$ cat config.mk
export PLATFORM = sky130hd
export DESIGN_NAME = input_debounce
export DESIGN_NICKNAME = d
export VERILOG_FILES = /design/src/rtl/db_pkg.sv /design/src/rtl/db_channel.sv /design/src/rtl/input_debounce.sv
export SDC_FILE = /design/constraint.sdc
export NUM_CORES = 1
export LEC_CHECK = 0
export ABC_AREA = 1
export BUFFER_PORTS_ARGS = -buffer_cell sky130_fd_sc_hd__buf_2
export CAP_MARGIN = 15
export CORE_UTILIZATION = 55
export DETAILED_ROUTE_END_ITERATION = 6
export PLACE_DENSITY = 0.71
export SYNTH_ARGS = -nofsm -noshare
export SYNTH_HDL_FRONTEND = slang
export SYNTH_HIERARCHICAL = 1
export SYNTH_SLANG_ARGS = --single-unit
$ cat constraint.sdc
create_clock -name clk -period 2.3 [get_ports clk]
set_clock_uncertainty 0.05 [all_clocks]
set_input_delay 0.69 -clock clk [delete_from_list [all_inputs] [get_ports clk]]
set_output_delay 0.69 -clock clk [all_outputs]
set_load 0.1 [all_outputs]
$ cat src/rtl/db_pkg.sv
// Shared definitions for the input debouncer: FSM state encoding and the
// counter-width helper used to size each channel's stability counter.
package db_pkg;

    typedef enum logic [1:0] {
        S_ZERO  = 2'b00,
        S_WAIT1 = 2'b01,
        S_ONE   = 2'b11,
        S_WAIT0 = 2'b10
    } db_state_e;

    // Bits needed to hold the values 0..v-1; never less than one bit.
    function automatic int clog2(input int unsigned v);
        int          w;
        int unsigned m;
        w = 0;
        m = 1;
        while (m < v) begin
            m = m << 1;
            w = w + 1;
        end
        return (w < 1) ? 1 : w;
    endfunction

endpackage

$ cat src/rtl/db_channel.sv
// One debounced input: optional inversion, 2-flop synchronizer, stability
// FSM with qualification counter, and registered level/edge-tick outputs.
module db_channel
    import db_pkg::*;
#(
    parameter int unsigned DB_TICKS = 1_000_000,
    parameter bit          INV      = 1'b0
) (
    input  logic clk,
    input  logic reset_n,
    input  logic raw_in,
    output logic db_level,
    output logic db_rise,
    output logic db_fall
);

    localparam int            CW   = clog2(DB_TICKS);
    localparam logic [CW-1:0] LAST = CW'(DB_TICKS - 1);

    logic [1:0]    r_sync;
    logic          w_s;
    db_state_e     r_state;
    logic [CW-1:0] r_cnt;
    logic          r_level;
    logic          r_rise;
    logic          r_fall;

    // NOTE: sequential state uses non-blocking assignments so every flop
    // samples pre-edge values and the synchronizer stages shift correctly.
    always_ff @(posedge clk or negedge reset_n) begin
        if (!reset_n) begin
            r_sync <= 2'b00;
        end else begin
            r_sync <= {r_sync[0], raw_in ^ INV};
        end
    end

    assign w_s = r_sync[1];

    // Level and ticks update on the same edge as the state change, so the
    // tick coincides with the first cycle of the new level.
    always_ff @(posedge clk or negedge reset_n) begin
        if (!reset_n) begin
            r_state <= S_ZERO;
            r_cnt   <= '0;
            r_level <= 1'b0;
            r_rise  <= 1'b0;
            r_fall  <= 1'b0;
        end else begin
            r_rise <= 1'b0;
            r_fall <= 1'b0;
            case (r_state)
                S_ZERO: begin
                    if (w_s) begin
                        r_state <= S_WAIT1;
                        r_cnt   <= '0;
                    end
                end
                S_WAIT1: begin
                    if (!w_s) begin
                        r_state <= S_ZERO;
                    end else if (r_cnt == LAST) begin
                        r_state <= S_ONE;
                        r_level <= 1'b1;
                        r_rise  <= 1'b1;
                    end else begin
                        r_cnt <= r_cnt + 1'b1;
                    end
                end
                S_ONE: begin
                    if (!w_s) begin
                        r_state <= S_WAIT0;
                        r_cnt   <= '0;
                    end
                end
                S_WAIT0: begin
                    if (w_s) begin
                        r_state <= S_ONE;
                    end else if (r_cnt == LAST) begin
                        r_state <= S_ZERO;
                        r_level <= 1'b0;
                        r_fall  <= 1'b1;
                    end else begin
                        r_cnt <= r_cnt + 1'b1;
                    end
                end
                default: begin
                    r_state <= S_ZERO;
                    r_level <= 1'b0;
                end
            endcase
        end
    end

    assign db_level = r_level;
    assign db_rise  = r_rise;
    assign db_fall  = r_fall;

endmodule

$ cat src/rtl/input_debounce.sv
// N independent debounced inputs for buttons and switches; each channel
// yields a clean level plus one-cycle rise/fall ticks.
module input_debounce #(
    parameter int unsigned N        = 10,
    parameter int unsigned DB_TICKS = 1_000_000,
    parameter logic [N-1:0] INV_MASK = '0
) (
    input  logic         clk,
    input  logic         reset_n,
    input  logic [N-1:0] raw_in,
    output logic [N-1:0] db_level,
    output logic [N-1:0] db_rise,
    output logic [N-1:0] db_fall
);

    for (genvar i = 0; i < N; i++) begin : g_ch
        db_channel #(
            .DB_TICKS (DB_TICKS),
            .INV      (INV_MASK[i])
        ) u_ch (
            .clk      (clk),
            .reset_n  (reset_n),
            .raw_in   (raw_in[i]),
            .db_level (db_level[i]),
            .db_rise  (db_rise[i]),
            .db_fall  (db_fall[i])
        );
    end

endmodule

==> results.py, run 1 <==
metrics = {
    "outcome": {
        "status": "complete, but fails checks",
        "failed_checks": "DRC",
    },
    "power": {
        "vdd.ir_drop.worst_v": 0.000756,
        "p_leak_nw": 8.30,
        "powerDensity_mw_per_mm2": 851,
    },
    "finish": {
        "finalNetCount": 2370,
        "num-fill-cells": 2714,
        "drive_above_1_share_pct": 14.3,
        "multi_input_area_mm2": 0.00936,
        "syn_to_final_growth_pct": 8.99,
        "fin_cells": 2721,
        "regArea_mm2": 0.00676,
        "antenna-diode-count": 0,
    },
    "floorplanning": {
        "placementRows": 64,
        "ioPinCount": 42,
        "core_area_mm2": 0.0307,
        "die_area_mm2": 0.0322,
        "initial_core_util_pct": 56.2,
        "die_w_um": 179,
        "die_h_um": 179,
    },
    "worst_setup_path": {
        "startpoint_type": "register",
        "crit_cells": 1,
        "path_buf_inv": 1,
        "required_ns": 1.56,
        "reg2regPathDepth": 8,
        "r2r-end": "g_ch[4].u_ch/r_cnt[2]",
        "max_stage_delay_ns": 0.45,
        "crit_family": "buffers and inverters",
        "end_kind": "primary output",
        "crit_chain": "buf_2",
        "r2r_slack_ns": 0.34,
        "worstReg2RegStart": "g_ch[4].u_ch/r_state[0]",
        "cp_max_fo": 2,
        "crit_slowest_cell": "buf_2",
        "crit_arrival_ns": 1.42,
        "worstSetupPathType": "register to primary output",
    },
    "clock_tree": {
        "cts_tree": "done",
        "post_cts_resized": 0,
        "ctsRootBufferMaster": "clkbuf_16",
        "clock-sinks": 270,
        "htreeDepth": 1,
        "worstSkewPairLatency_ns": 0.56,
        "cts_max_path_buffers": 3,
        "cts-buffers-inserted": 31,
        "path_clk_slew_ns": 0.06,
    },
    "route": {
        "drc_errors": 9,
        "drt_iter0_markers": 1002,
        "ant_nets": 0,
        "vias": 14000,
        "first_pass_iters": 7,
        "post_drt_wl_per_cell_um": 12.4,
        "routed_wl_um": 33700,
        "post_drt_via_cell_ratio": 5.13,
    },
    "logic_synthesis": {
        "syn-num-nets": 2319,
        "synthDistinctLibCells": 31,
        "synth_top_cell_area_share_pct": 39.1,
        "synth-async-reset-ratio_pct": 100,
        "synth-seq-cells": 270,
        "syn_inst": 2249,
        "synth_warnings": 6,
        "synth_top_cell_by_area": "dfrtp_1",
        "synth_area_leaders": "dfrtp_1, nand2_1, nor2_1, xor2_1, o21ai_2",
        "ys_seq_area_share_pct": 39.1,
        "ys.flop_type": "dfrtp_1",
        "syn_area_per_cell_um2": 7.69,
        "synth_area_mm2": 0.0173,
        "synth_edf_count": 0,
    },
    "sta": {
        "period_minus_slack_ns": 2.16,
        "setup_viol": 0,
        "worst_slack_ns": 0.142,
        "slew_violations": 0,
        "hold_violations": 0,
        "tightest_slew_ns": 0.489,
        "slew_headroom_pct": 67.6,
        "rsz0062_at_grt": "no",
        "finalCritPeriodShare_pct": 93.8,
        "fmax_mhz": 463,
        "tns_ns": 0,
    },
    "placed_design": {
        "hpwl_um": 23900,
        "port_buffers": 41,
        "dp.cells": 2662,
        "gp_congestion": 0.883,
        "pre_cts_ws_ns": 0.351,
    },
    "min_path": {
        "hold_end": "g_ch[6].u_ch/r_sync[0]",
        "worstHoldStart": "raw_in[6]",
        "hold_class": "primary input to register",
        "hold-path-cell-count": 1,
    },
    "global_routing": {
        "grt_pass1_vias": 13200,
        "grt_max_degree": 59,
        "grt_pass1_wl_um": 58700,
        "grt-ovfl-total": 0,
        "grtUsageTotal_pct": 21.6,
        "grt_antenna_before_repair": 0,
    },
    "run": {
        "maxCapViolations": 0,
    },
}
where the power goes:
group	leakage (nW)	internal, mW	switching [mW]
registers	3.68	5.13	0.465
logic	4.09	1.55	3.63
clock network	0.533	3.25	2.01
per-stage QoR:
step	hold WS (ns)	cell area, µm²	util, %	total power, mW
6_report	0.184	18800	61.3	16.0
5_1_grt	0.161	18800	61.3	17.1
4_1_cts	0.157	18800	61.3	16.3
3_5_place_dp	0.286	17700	57.6	10.9
3_3_place_gp	0.284	17700	57.6	10.7
2_1_floorplan	0.281	17300	-	10.2
synthesized netlist by cell type (all sizes together), types with 26 or more instances:
master,count
nand2,787
nor2,292
dfrtp,270
inv,215
o21ai,181
nand3,156
xor2,102
ha,58
buf,32
nand4,32
xnor2,31
nor3,29
nand3b,28
a21oi,26
registers in the layout (all words and copies together) (netlist names):
signal,flops
g_ch.u_ch/r_sync,20
g_ch.u_ch/db_fall,10
g_ch.u_ch/r_cnt,200
g_ch.u_ch/db_rise,10
g_ch.u_ch/r_state,20
g_ch.u_ch/db_level,10
cells by family after synthesis:
family	synth area share (%)
AOI/OAI and AO/OA	8.36
xor gates and xnor gates	6.74
adders and majority gates	4.20
buffers and inverters	6.84
DFF	39.1
and+or+nand+nor	34.8
routing by layer:
metal  vias to the layer above  track usage, %  wire length, µm
met5                         -               0                0
met4                         0            4.94              562
met3                        41            2.31              958
met2                       175            37.2            16000
met1                      6503            29.2            16100
li1                       7234               -                -
worst max path at each step:
stage	slack (ns)	start	endpoint
after floorplan	0.67	g_ch[0].u_ch/db_level	db_level[0]
after global routing	0.11	g_ch[3].u_ch/db_level	db_level[3]
after global placement	0.42	g_ch[4].u_ch/r_cnt[0]	g_ch[4].u_ch/r_cnt[3]
after CTS	0.12	g_ch[3].u_ch/db_level	db_level[3]
final	0.14	g_ch[3].u_ch/db_level	db_level[3]
after detailed placement	0.35	g_ch[4].u_ch/r_state[0]	g_ch[4].u_ch/r_cnt[3]
layout make-up:
cell class              count  share of cell area (%)
repair buffers             50                    1.71
clock buffers              37                    4.39
well taps                 396                    2.63
multi-input cells        1732                    49.6
inverters                 215                    4.28
flip-flops and latches    270                    35.8
clock inverters            21                    1.50
timing repair:
action                    CTS  global route
hold endpoints to repair   19             0
hold buffers                1             0
buffers inserted            0             0
layout by cell type, fill, tap and decap left out, types with 26 or more instances in the layout:
master,n
xnor2_1,31
ha_1,58
xor2_1,102
nor2_1,257
nand4_1,32
o21ai_0,62
dfrtp_1,270
clkbuf_16,31
o21ai_2,100
nand2_1,754
nand3_1,122
nor3_1,28
inv_1,198
nand3b_1,28
nor2_2,30
buf_2,40
a21oi_1,26
No activity file was read; power rests on OpenSTA's default activity.
==> run 2: changes to the inputs <==
--- a/config.mk
+++ b/config.mk
@@ -8,7 +8,9 @@
 export ABC_AREA = 1
 export BUFFER_PORTS_ARGS = -buffer_cell sky130_fd_sc_hd__buf_2
 export CAP_MARGIN = 15
+export CORE_ASPECT_RATIO = 0.9
 export CORE_UTILIZATION = 55
+export CTS_BUF_LIST = sky130_fd_sc_hd__clkbuf_2 sky130_fd_sc_hd__clkbuf_4 sky130_fd_sc_hd__clkbuf_8
 export DETAILED_ROUTE_END_ITERATION = 6
 export PLACE_DENSITY = 0.71
 export SYNTH_ARGS = -nofsm -noshare
==> run 2 against run 1 <==
Compared with the run above: the flow now finishes without violations; final cell count rose by 1.2%; sequential cell count did not move; clock-buffer cell count rose by 35; global-route usage rose by 0.22 points; utilization fell by 0.87 points; non-clock buffer count rose by 1; combinational power fell by 1%; fmax rose by 0.29%; power fell by 6.2%; largest cell class unchanged.
==> results.py, run 2 (synthesis gave the netlist of run 1 again) <==
metrics = {
    "outcome": {
        "status": "completed",
    },
    "finish": {
        "largest_reg_flops": 200,
        "mostFrequentLayoutCells": "nand2_1, dfrtp_1, nor2_1, inv_1, nand3_1",
        "antenna-diode-count": 0,
        "drive_above_1_share_pct": 15.1,
        "syn_to_final_growth_pct": 7.99,
        "top_register": "g_ch.u_ch/r_cnt",
        "regArea_mm2": 0.00676,
        "finalNetCount": 2387,
        "num-fill-cells": 2773,
        "largest_registers": "g_ch.u_ch/r_cnt x200, g_ch.u_ch/r_state x20, g_ch.u_ch/r_sync x20",
        "final_common_cell": "nand2_1",
        "multi_input_area_mm2": 0.00936,
        "fin_util_pct": 60.4,
    },
    "sta": {
        "tightest_slew_ns": 0.517,
        "hold_violations": 0,
        "slew_violations": 0,
        "setup_viol": 0,
        "rsz0062_at_grt": "no",
        "fmax_mhz": 465,
        "slew_headroom_pct": 65.8,
        "finalCritPeriodShare_pct": 93.6,
        "tns_ns": 0,
        "period_minus_slack_ns": 2.15,
    },
    "route": {
        "vias": 14000,
        "drc_errors": 0,
        "ant_nets": 0,
        "post_drt_via_cell_ratio": 5.10,
        "first_pass_iters": 5,
        "drt_iter0_markers": 822,
        "post_drt_wl_per_cell_um": 12.1,
        "routed_wl_um": 33400,
    },
    "clock_tree": {
        "path_clk_slew_ns": 0.06,
        "cts_tree": "done",
        "ctsRootBufferMaster": "clkbuf_8",
        "htreeDepth": 2,
        "clock-sinks": 270,
        "cts_max_path_buffers": 3,
        "worstSkewPairLatency_ns": 0.57,
        "post_cts_resized": 0,
        "cts-buffers-inserted": 47,
    },
    "power": {
        "p_leak_nw": 8.27,
        "powerDensity_mw_per_mm2": 806,
        "vdd.ir_drop.worst_v": 0.000627,
    },
    "worst_setup_path": {
        "worstSetupPathType": "register to primary output",
        "crit_chain": "buf_2",
        "crit_arrival_ns": 1.41,
        "end_kind": "primary output",
        "crit_slowest_cell": "buf_2",
        "crit_family": "buffers and inverters",
        "startpoint_type": "register",
        "path_buf_inv": 1,
        "max_stage_delay_ns": 0.45,
        "required_ns": 1.56,
        "cp_max_fo": 1,
    },
    "run": {
        "maxCapViolations": 0,
    },
    "placed_design": {
        "gp_congestion": 0.854,
        "hpwl_um": 24300,
        "port_buffers": 41,
    },
    "global_routing": {
        "grtUsageTotal_pct": 21.8,
        "grt_antenna_before_repair": 0,
        "grt_pass1_wl_um": 59900,
        "grt-ovfl-total": 0,
        "grt_pass1_vias": 13300,
        "grt_max_degree": 64,
    },
    "floorplanning": {
        "ioPinCount": 42,
        "die_w_um": 189,
        "die_h_um": 170,
        "die_area_mm2": 0.0322,
        "core_area_mm2": 0.0309,
        "initial_core_util_pct": 55.9,
        "placementRows": 61,
    },
    "min_path": {
        "hold_class": "primary input to register",
    },
}
run 2: changes by cell type in the layout (fill, tap and decap cells not counted), moves of 5 or more:
cell        delta
clkinvlp_4     -5
clkbuf_4      +16
clkbuf_16     -31
bufinv_16      -6
clkbuf_8      +53
run 2: area by class of cell:
| type | count | share of cell area, % |
|---|---|---|
| clock buffer | 72 | 4.77 |
| inverter | 215 | 4.32 |
| clock inverter | 5 | 0.134 |
| timing repair buffer | 51 | 1.77 |
| multi-input combinational | 1732 | 50.1 |
| sequential | 270 | 36.2 |
| tap | 409 | 2.74 |
run 2: metal layers:
layer,vias up,wire length (µm),track usage [%]
met4,0,574,5.82
met2,220,15200,36.6
met5,-,0,0
met1,6486,16500,29.6
met3,45,1170,3.05
li1,7282,-,-
run 2: path summary, 6_finish.rpt:
check                           slack, ns  cells after the start                      to                    start
min in group asynchronous            0.54                      2    g_ch[0].u_ch/db_fall                  reset_n
worst min-delay path                 0.17                      1  g_ch[8].u_ch/r_sync[0]                raw_in[8]
worst max-delay path                 0.15                      1              db_rise[3]     g_ch[3].u_ch/db_rise
worst max register to register       0.38                      9  g_ch[0].u_ch/r_cnt[18]  g_ch[0].u_ch/r_state[1]
max in group asynchronous            0.92                      3  g_ch[6].u_ch/r_cnt[17]                  reset_n
worst min register to register       0.29                      0  g_ch[1].u_ch/r_sync[1]   g_ch[1].u_ch/r_sync[0]
run 2: metrics by stage:
stage	power [mW]	worst slack [ns]	instance area [µm²]	hold slack, ns	std cells
3_3_place_gp	10.7	0.457	17800	0.284	2676
3_5_place_dp	10.9	0.380	17800	0.286	2676
4_1_cts	15.3	0.0924	18700	0.124	2754
2_1_floorplan	10.2	0.667	17300	0.281	2249
5_1_grt	16.2	0.0760	18700	0.138	2754
6_report	15.0	0.148	18700	0.167	2754
run 2: repair_timing:
item	CTS	global route
endpoints found under the setup margin	0	0
hold buffers	1	0
setup buffers	0	0
hold endpoints to repair	27	0
run 2: power breakdown:
group,internal [mW],switching (mW),total [mW],leakage (nW)
combinational,1.55,3.58,5.14,4.09
clock,2.44,1.87,4.31,0.496
sequential,5.14,0.462,5.60,3.68
